$ cat src/rtl/speed_tick_gen.sv
// Purpose: debounced up/down/pause buttons steer a 3-bit speed level and a power-of-two tick period.
// Latency: button edge -> 2-flop sync -> DEB_CNT-cycle debounce -> level/paused update 1 cycle after the press strobe.
// Backpressure: none; tick is a free-running single-cycle strobe, suspended only while paused.
module speed_tick_gen #(
    parameter int DEB_CNT  = 20000,
    parameter int BASE_EXP = 13
) (
    input  logic       clk_in,
    input  logic       reset,
    input  logic       btn_up,
    input  logic       btn_down,
    input  logic       btn_pause,
    output logic       tick,
    output logic [2:0] speed_level,
    output logic       paused
);
    localparam int CNT_W = BASE_EXP + 7;
    localparam int DEB_W = (DEB_CNT > 1) ? $clog2(DEB_CNT) : 1;
    localparam logic [DEB_W-1:0] DEB_LAST = DEB_W'(DEB_CNT - 1);
    localparam logic [CNT_W-1:0] CNT_ALL  = '1;

    // Debounce FSM states
    localparam logic [1:0] ST_RELEASED    = 2'd0;
    localparam logic [1:0] ST_DEB_PRESS   = 2'd1;
    localparam logic [1:0] ST_HELD        = 2'd2;
    localparam logic [1:0] ST_DEB_RELEASE = 2'd3;

    // Button index 0 = up, 1 = down, 2 = pause
    logic [2:0]            sync1_q, sync1_d;
    logic [2:0]            sync2_q, sync2_d;
    logic [2:0][1:0]       deb_state_q, deb_state_d;
    logic [2:0][DEB_W-1:0] deb_cnt_q, deb_cnt_d;
    logic [2:0]            press_evt;

    logic [2:0]            level_q, level_d;
    logic                  paused_q, paused_d;
    logic                  tick_q, tick_d;
    logic [CNT_W-1:0]      cnt_q, cnt_d;
    logic [CNT_W-1:0]      term;
    logic                  level_chg;

    // Two-flop synchronizer for the raw, asynchronous buttons
    always_comb begin
        sync1_d = {btn_pause, btn_down, btn_up};
        sync2_d = sync1_q;
    end

    // Per-button debounce: a level change is accepted only after DEB_CNT stable cycles;
    // the press strobe fires once, on the DEB_PRESS -> HELD transition.
    always_comb begin
        deb_state_d = deb_state_q;
        deb_cnt_d   = deb_cnt_q;
        press_evt   = '0;
        for (int i = 0; i < 3; i++) begin
            case (deb_state_q[i])
                ST_RELEASED: begin
                    if (sync2_q[i]) begin
                        deb_state_d[i] = ST_DEB_PRESS;
                        deb_cnt_d[i]   = '0;
                    end
                end
                ST_DEB_PRESS: begin
                    if (!sync2_q[i]) begin
                        deb_state_d[i] = ST_RELEASED;
                    end else if (deb_cnt_q[i] == DEB_LAST) begin
                        deb_state_d[i] = ST_HELD;
                        press_evt[i]   = 1'b1;
                    end else begin
                        deb_cnt_d[i] = deb_cnt_q[i] + 1'b1;
                    end
                end
                ST_HELD: begin
                    if (!sync2_q[i]) begin
                        deb_state_d[i] = ST_DEB_RELEASE;
                        deb_cnt_d[i]   = '0;
                    end
                end
                ST_DEB_RELEASE: begin
                    if (sync2_q[i]) begin
                        deb_state_d[i] = ST_HELD;
                    end else if (deb_cnt_q[i] == DEB_LAST) begin
                        deb_state_d[i] = ST_RELEASED;
                    end else begin
                        deb_cnt_d[i] = deb_cnt_q[i] + 1'b1;
                    end
                end
                default: begin
                    deb_state_d[i] = ST_RELEASED;
                    deb_cnt_d[i]   = '0;
                end
            endcase
        end
    end

    // Speed level saturates at 0/7; simultaneous up+down cancel. Pause toggles independently.
    always_comb begin
        level_d = level_q;
        if (press_evt[0] && !press_evt[1] && (level_q != 3'd7)) begin
            level_d = level_q + 3'd1;
        end else if (press_evt[1] && !press_evt[0] && (level_q != 3'd0)) begin
            level_d = level_q - 3'd1;
        end
        paused_d  = paused_q ^ press_evt[2];
        level_chg = (level_d != level_q);
    end

    // Period counter: terminal value 2^(CNT_W-L)-1 is all-ones shifted right by L.
    // A real level change restarts the period, even while paused; pause freezes the count.
    always_comb begin
        term   = CNT_ALL >> level_q;
        cnt_d  = cnt_q;
        tick_d = 1'b0;
        if (!paused_q) begin
            if (cnt_q == term) begin
                cnt_d  = '0;
                tick_d = 1'b1;
            end else begin
                cnt_d = cnt_q + 1'b1;
            end
        end
        if (level_chg) begin
            cnt_d = '0;
        end
    end

    // State registers; reset discards any pending debounce and partial period
    always_ff @(posedge clk_in or posedge reset) begin
        if (reset) begin
            sync1_q     <= '0;
            sync2_q     <= '0;
            deb_state_q <= {3{ST_RELEASED}};
            deb_cnt_q   <= '0;
            level_q     <= 3'd3;
            paused_q    <= 1'b0;
            tick_q      <= 1'b0;
            cnt_q       <= '0;
        end else begin
            sync1_q     <= sync1_d;
            sync2_q     <= sync2_d;
            deb_state_q <= deb_state_d;
            deb_cnt_q   <= deb_cnt_d;
            level_q     <= level_d;
            paused_q    <= paused_d;
            tick_q      <= tick_d;
            cnt_q       <= cnt_d;
        end
    end

    assign tick        = tick_q;
    assign speed_level = level_q;
    assign paused      = paused_q;

endmodule

$ cat config.mk
export PLATFORM = sky130hd
export DESIGN_NAME = speed_tick_gen
export DESIGN_NICKNAME = d
export VERILOG_FILES = /design/src/rtl/speed_tick_gen.sv
export SDC_FILE = /design/constraint.sdc
export NUM_CORES = 1
export LEC_CHECK = 0
export CAP_MARGIN = 20
export CELL_PAD_IN_SITES_DETAIL_PLACEMENT = 1
export CELL_PAD_IN_SITES_GLOBAL_PLACEMENT = 1
export CORE_MARGIN = 2
export CORE_UTILIZATION = 49
export DETAILED_ROUTE_END_ITERATION = 10
export PLACE_DENSITY = 0.88
export RECOVER_POWER = 100
export SLEW_MARGIN = 40
export SYNTH_ARGS = -nofsm -noshare
export SYNTH_HDL_FRONTEND = slang
export SYNTH_SLANG_ARGS = --single-unit
$ cat constraint.sdc
create_clock -name clk_in -period 3.61 [get_ports clk_in]
set_input_delay 0.722 -clock clk_in [delete_from_list [all_inputs] [get_ports clk_in]]
set_output_delay 0.722 -clock clk_in [all_outputs]
set_load 0.01 [all_outputs]
# Word level (Yosys, flattened, before mapping)
# Index checks and enable logic that the tools add are counted.
# Widths: inputs -> output; s select.
# totals
reg_bits	82
input_bits	5
output_inout_bits	5
elab_cells	125
# op_classes
n_addsub	6
n_eq_ne	34
shift	1
mux	55
n_bitwise	1
reduce_logical	16
# op_table
operator	n
$mux 15	15
$pmux 15 s4	3
$mux 20	3
$add 15x1->15 const B	3
$eq 15x15->1 const B	3
$mux 2	18
$ne 2x2->1 const B	12
$pmux 2 s4	3
$reduce_and 4->1	6
$ne 3x3->1 const B	7
$add 20x1->20 const B	1
$eq 20x20->1	1
$shr 20x3->20 const A	1
$eq 2x2->1 const B	6
$mux 1	11
$eq 2x1->1 const B	3
$logic_not 2->1	3
$mux 3	2
$logic_and 1x1->1	4
$add 3x1->3 const B	1
$ne 3x3->1	1
$reduce_bool 3->1	1
$sub 3x1->3 const B	1
$logic_not 1->1	2
other kinds (2)	2

# Logic depth before layout (Yosys ltp)
# depth
word_depth	11
mapped_depth	10
mapped_depth_nobuf	9

# Worst setup path after synthesis
# OpenSTA, ideal clock, no wires.
# synth_timing
kind	reg-to-reg
from	reg deb_cnt_q[8] in the netlist's numbering
to	reg cnt_q[1]
setup_ps	119
t_arrival_ps	2366
t_required_ps	3491
slack_ps	1125
path_stages_with_launch	8
path_buffers	2
synth_period_minus_slack_ps	2485
path_cell_list	dfrtp_1 > or4b_4 > or4_1 > buf_2 > a2111o_1 > o311ai_4 > buf_8 > nor2_1
# synth_via
elab_chain_cells	11
elab_cells_between_ends	14
cone_classes	eq/ne (3); mux (6); reduce/logical (5)
# synth_lines
element	line	text
start, declared	32	logic [2:0][DEB_W-1:0] deb_cnt_q, deb_cnt_d;
start signal, assigned	141	deb_cnt_q <= deb_cnt_d;
$eq 15x15->1 (*)	65	end else if (deb_cnt_q[i] == DEB_LAST) begin
$mux 1 (*)	65	
$mux 1 (*)	63	if (!sync2_q[i]) begin
$mux 1 (*)	55	case (deb_state_q[i])
$logic_not 1->1	100	end else if (press_evt[1] && !press_evt[0] && (level_q != 3'd0)) begin
$logic_and 1x1->1 (2 in a row)	100	
$mux 3	100	
$mux 3 (*)	98	if (press_evt[0] && !press_evt[1] && (level_q != 3'd7)) begin
$ne 3x3->1 (*)	104	level_chg = (level_d != level_q);
$ne 2x1->1 (no line) / $mux 20 (equally long branches)	-	
end signal, assigned	145	cnt_q <= cnt_d;
end, declared	38	logic [CNT_W-1:0] cnt_q, cnt_d;
# Mark *: on every way between the ends. The rest lies on a longest branch, timed or not.
# A chain may end at the register's enable or synchronous reset.

# Worst setup path in the final report
# layout_timing
from	reg deb_cnt_q[8] in the netlist's numbering
to	reg cnt_q[0]
# The elaborated chain is that of the path after synthesis.

==> impl_metrics.json <==
{
  "status": "finished clean",
  "place_congestion": 0.808,
  "period_share": 0.773,
  "io_buffers": 9,
  "grt_pass1_wl_um": 16700,
  "ys_ff_latch": 82,
  "ys_types": 56,
  "max_freq_mhz": 358,
  "tightest_slew_ns": 0.916,
  "cts_sinks": 82,
  "arrival_ns": 3.02,
  "synth_top_family_by_area": "simple AND/OR/NAND/NOR gates",
  "finalHoldViolations": 0,
  "diodes": 0,
  "synth_area_leaders": "dfrtp_1 (47%), xnor2_1 (6.3%), nor2_1 (5.4%)",
  "power_density_nw_per_um2": 366,
  "area_growth_pct": 9.87,
  "antenna_left": 0,
  "synth-xor-area-share": 0.116,
  "firstDrtPassIters": 4,
  "fin_util": 0.548,
  "place_ws_ns": 0.912,
  "drive_above_1_share": 0.0848,
  "path_class": "reg -> reg",
  "worstPathRequired_ns": 3.84,
  "yosysWarningCount": 0,
  "hold_path.class": "reg -> reg",
  "synthMostInstantiatedCell": "dfrtp_1",
  "grt_pass1_vias": 3478,
  "cts.path.max_buffers": 2,
  "clkLatencyLatePin_ns": 0.36,
  "cap_violations": 0,
  "drtIter0Drc": 90,
  "layout_setup_ws_ns": 0.820,
  "yosys.area_share.simple": 0.258,
  "slew_headroom": 0.380,
  "overflow": 0,
  "synth_nets": 444,
  "cts_tree": "done",
  "crit_path_end_kind": "register",
  "cp_max_fo": 8,
  "pin_count": 10,
  "cts.hold.buffers_added": 0,
  "cts_made_buffers": 9,
  "grt_start_max_net_pins": 72,
  "cts_root_buffer": "clkbuf_8",
  "synth.cell_area_um2": 4290,
  "h-tree-depth": 3,
  "synth-edff-count": 0,
  "synth_fa_ha_area_frac": 0.0292,
  "syn_area_per_cell_um2": 9.99,
  "synth_top_area_frac": 0.467,
  "die_w_um": 97.5,
  "route.detailed.drc": 0,
  "async_flop_share": 1.00,
  "nets": 458,
  "vias_per_cell": 5.83,
  "setup_viol": 0,
  "worstSetupStartpointType": "register",
  "seq_area_frac_synth": 0.479,
  "synth.area.mux_share": 0.0178,
  "total_power_w": 0.00173,
  "finalCriticalPeriod_ns": 2.79,
  "vias": 3241,
  "ir_drop_mv": 0.190,
  "fin_tns_setup_ns": 0,
  "routed_wirelength_um": 9520,
  "leakage_nw": 2.00,
  "track_usage": 0.214,
  "rows": 34,
  "wl_per_cell_um": 17.1,
  "cts.clk_slew.worst_paths_ns": 0.10,
  "synthCells": 429,
  "drv_slew": 0,
  "die_area_um2": 9510,
  "die_y_um": 97.5,
  "synth-compound-area-share": 0.0741,
  "antenna_found_initial": 0,
  "hpwl_um": 6400,
  "core_region_area_um2": 8590,
  "synthFlopType": "dfrtp_1",
  "rsz0062_at_grt": "no",
  "hold_ws_ns": 0.368,
  "post_cts_buffers": 0,
  "skew_ns": 0.0118,
  "post_cts.resized_instances": 0,
  "synth_area_leader_cell": "dfrtp_1",
  "initial_core_util": 0.499,
  "synth_common_cells": "dfrtp_1 (80), nor2_1 (62), nand2_1 (33), xnor2_1 (31), xor2_1 (26)"
}
-- critical path, stage by stage (launching register included) --
cell      delay, ns
dfrtp_1        0.44
or4b_1         0.56
or4_1          0.73
a2111o_1       0.51
nand2_1        0.31
nor3_1         0.12
-- layout make-up --
| class | count | area (µm²) |
|---|---|---|
| clock buffers | 10 | 138 |
| repair buffers | 13 | 125 |
| clock inverters | 6 | 60.1 |
| fillers | 964 | 3880 |
| flip-flops and latches | 82 | 2050 |
| inverters | 15 | 57.6 |
| well taps | 108 | 135 |
| multi-input cells | 322 | 2140 |
-- report_power, final --
part | internal [W] | switching [W]
clock | 0.000283 | 0.000369
combinational | 0.0000397 | 0.0000554
sequential | 0.000944 | 0.0000344
total | 0.00127 | 0.000459
-- metrics by stage --
step / std cells / instance area, µm²
after floorplan: 429 / 4290
after global placement: 540 / 4510
after detailed placement: 540 / 4510
after CTS: 556 / 4710
after global routing: 556 / 4710
final: 556 / 4710
-- sequential cells by signal (all words and copies together) (netlist names), named ones only --
name and flops:
sync2_q 3, cnt_q 20, deb_state_q 3, tick 1
deb_cnt_q 45, sync1_q 3, speed_level 3, paused 1
-- metal layers --
layer	vias to the layer above	share of wire	track usage
met5	-	0	0
met4	0	0.015	0.0748
met3	13	0.016	0.0453
met2	21	0.52	0.358
met1	1658	0.45	0.275
li1	1549	-	-
-- final timing paths --
kind	from	depth (start not counted)	slack (ns)	to
max in group asynchronous	reset	3	2.02	speed_level[1]
min in group asynchronous	reset	2	0.83	deb_cnt_q[34]
min reg2reg	sync1_q[2]	0	0.37	sync2_q[2]
max reg2reg	deb_cnt_q[8]	5	0.82	cnt_q[0]
max	deb_cnt_q[8]	5	0.82	cnt_q[0]
min	sync1_q[2]	0	0.37	sync2_q[2]
-- logic make-up after synthesis --
family | Yosys count
buffers and inverters | 25
AND/OR/NAND/NOR | 209
multiplexers | 7
adder cells (fa/ha/maj) | 10
XOR/XNOR | 57
flip-flops | 82
AO/OA/AOI/OAI | 39
-- cell usage in the layout (no fill, tap or decap), types with 3 or more instances in the layout --
cell,n
xor2_1,26
a22o_1,6
nor2b_1,5
nor2_1,60
or3_1,4
ha_1,10
xnor2_1,29
or2_2,3
and3_1,6
nand3_1,23
nor3_1,12
and4_1,3
o21ai_0,8
clkinv_4,3
nand2_1,34
nand2b_1,3
nor4b_1,8
dlygate4sd3_1,9
mux2_2,5
clkbuf_8,10
inv_1,14
nor3b_1,6
a21oi_1,6
nor4_1,8
nand4_1,16
dfrtp_1,80
Note: power is estimated with default switching activity, not from simulation.
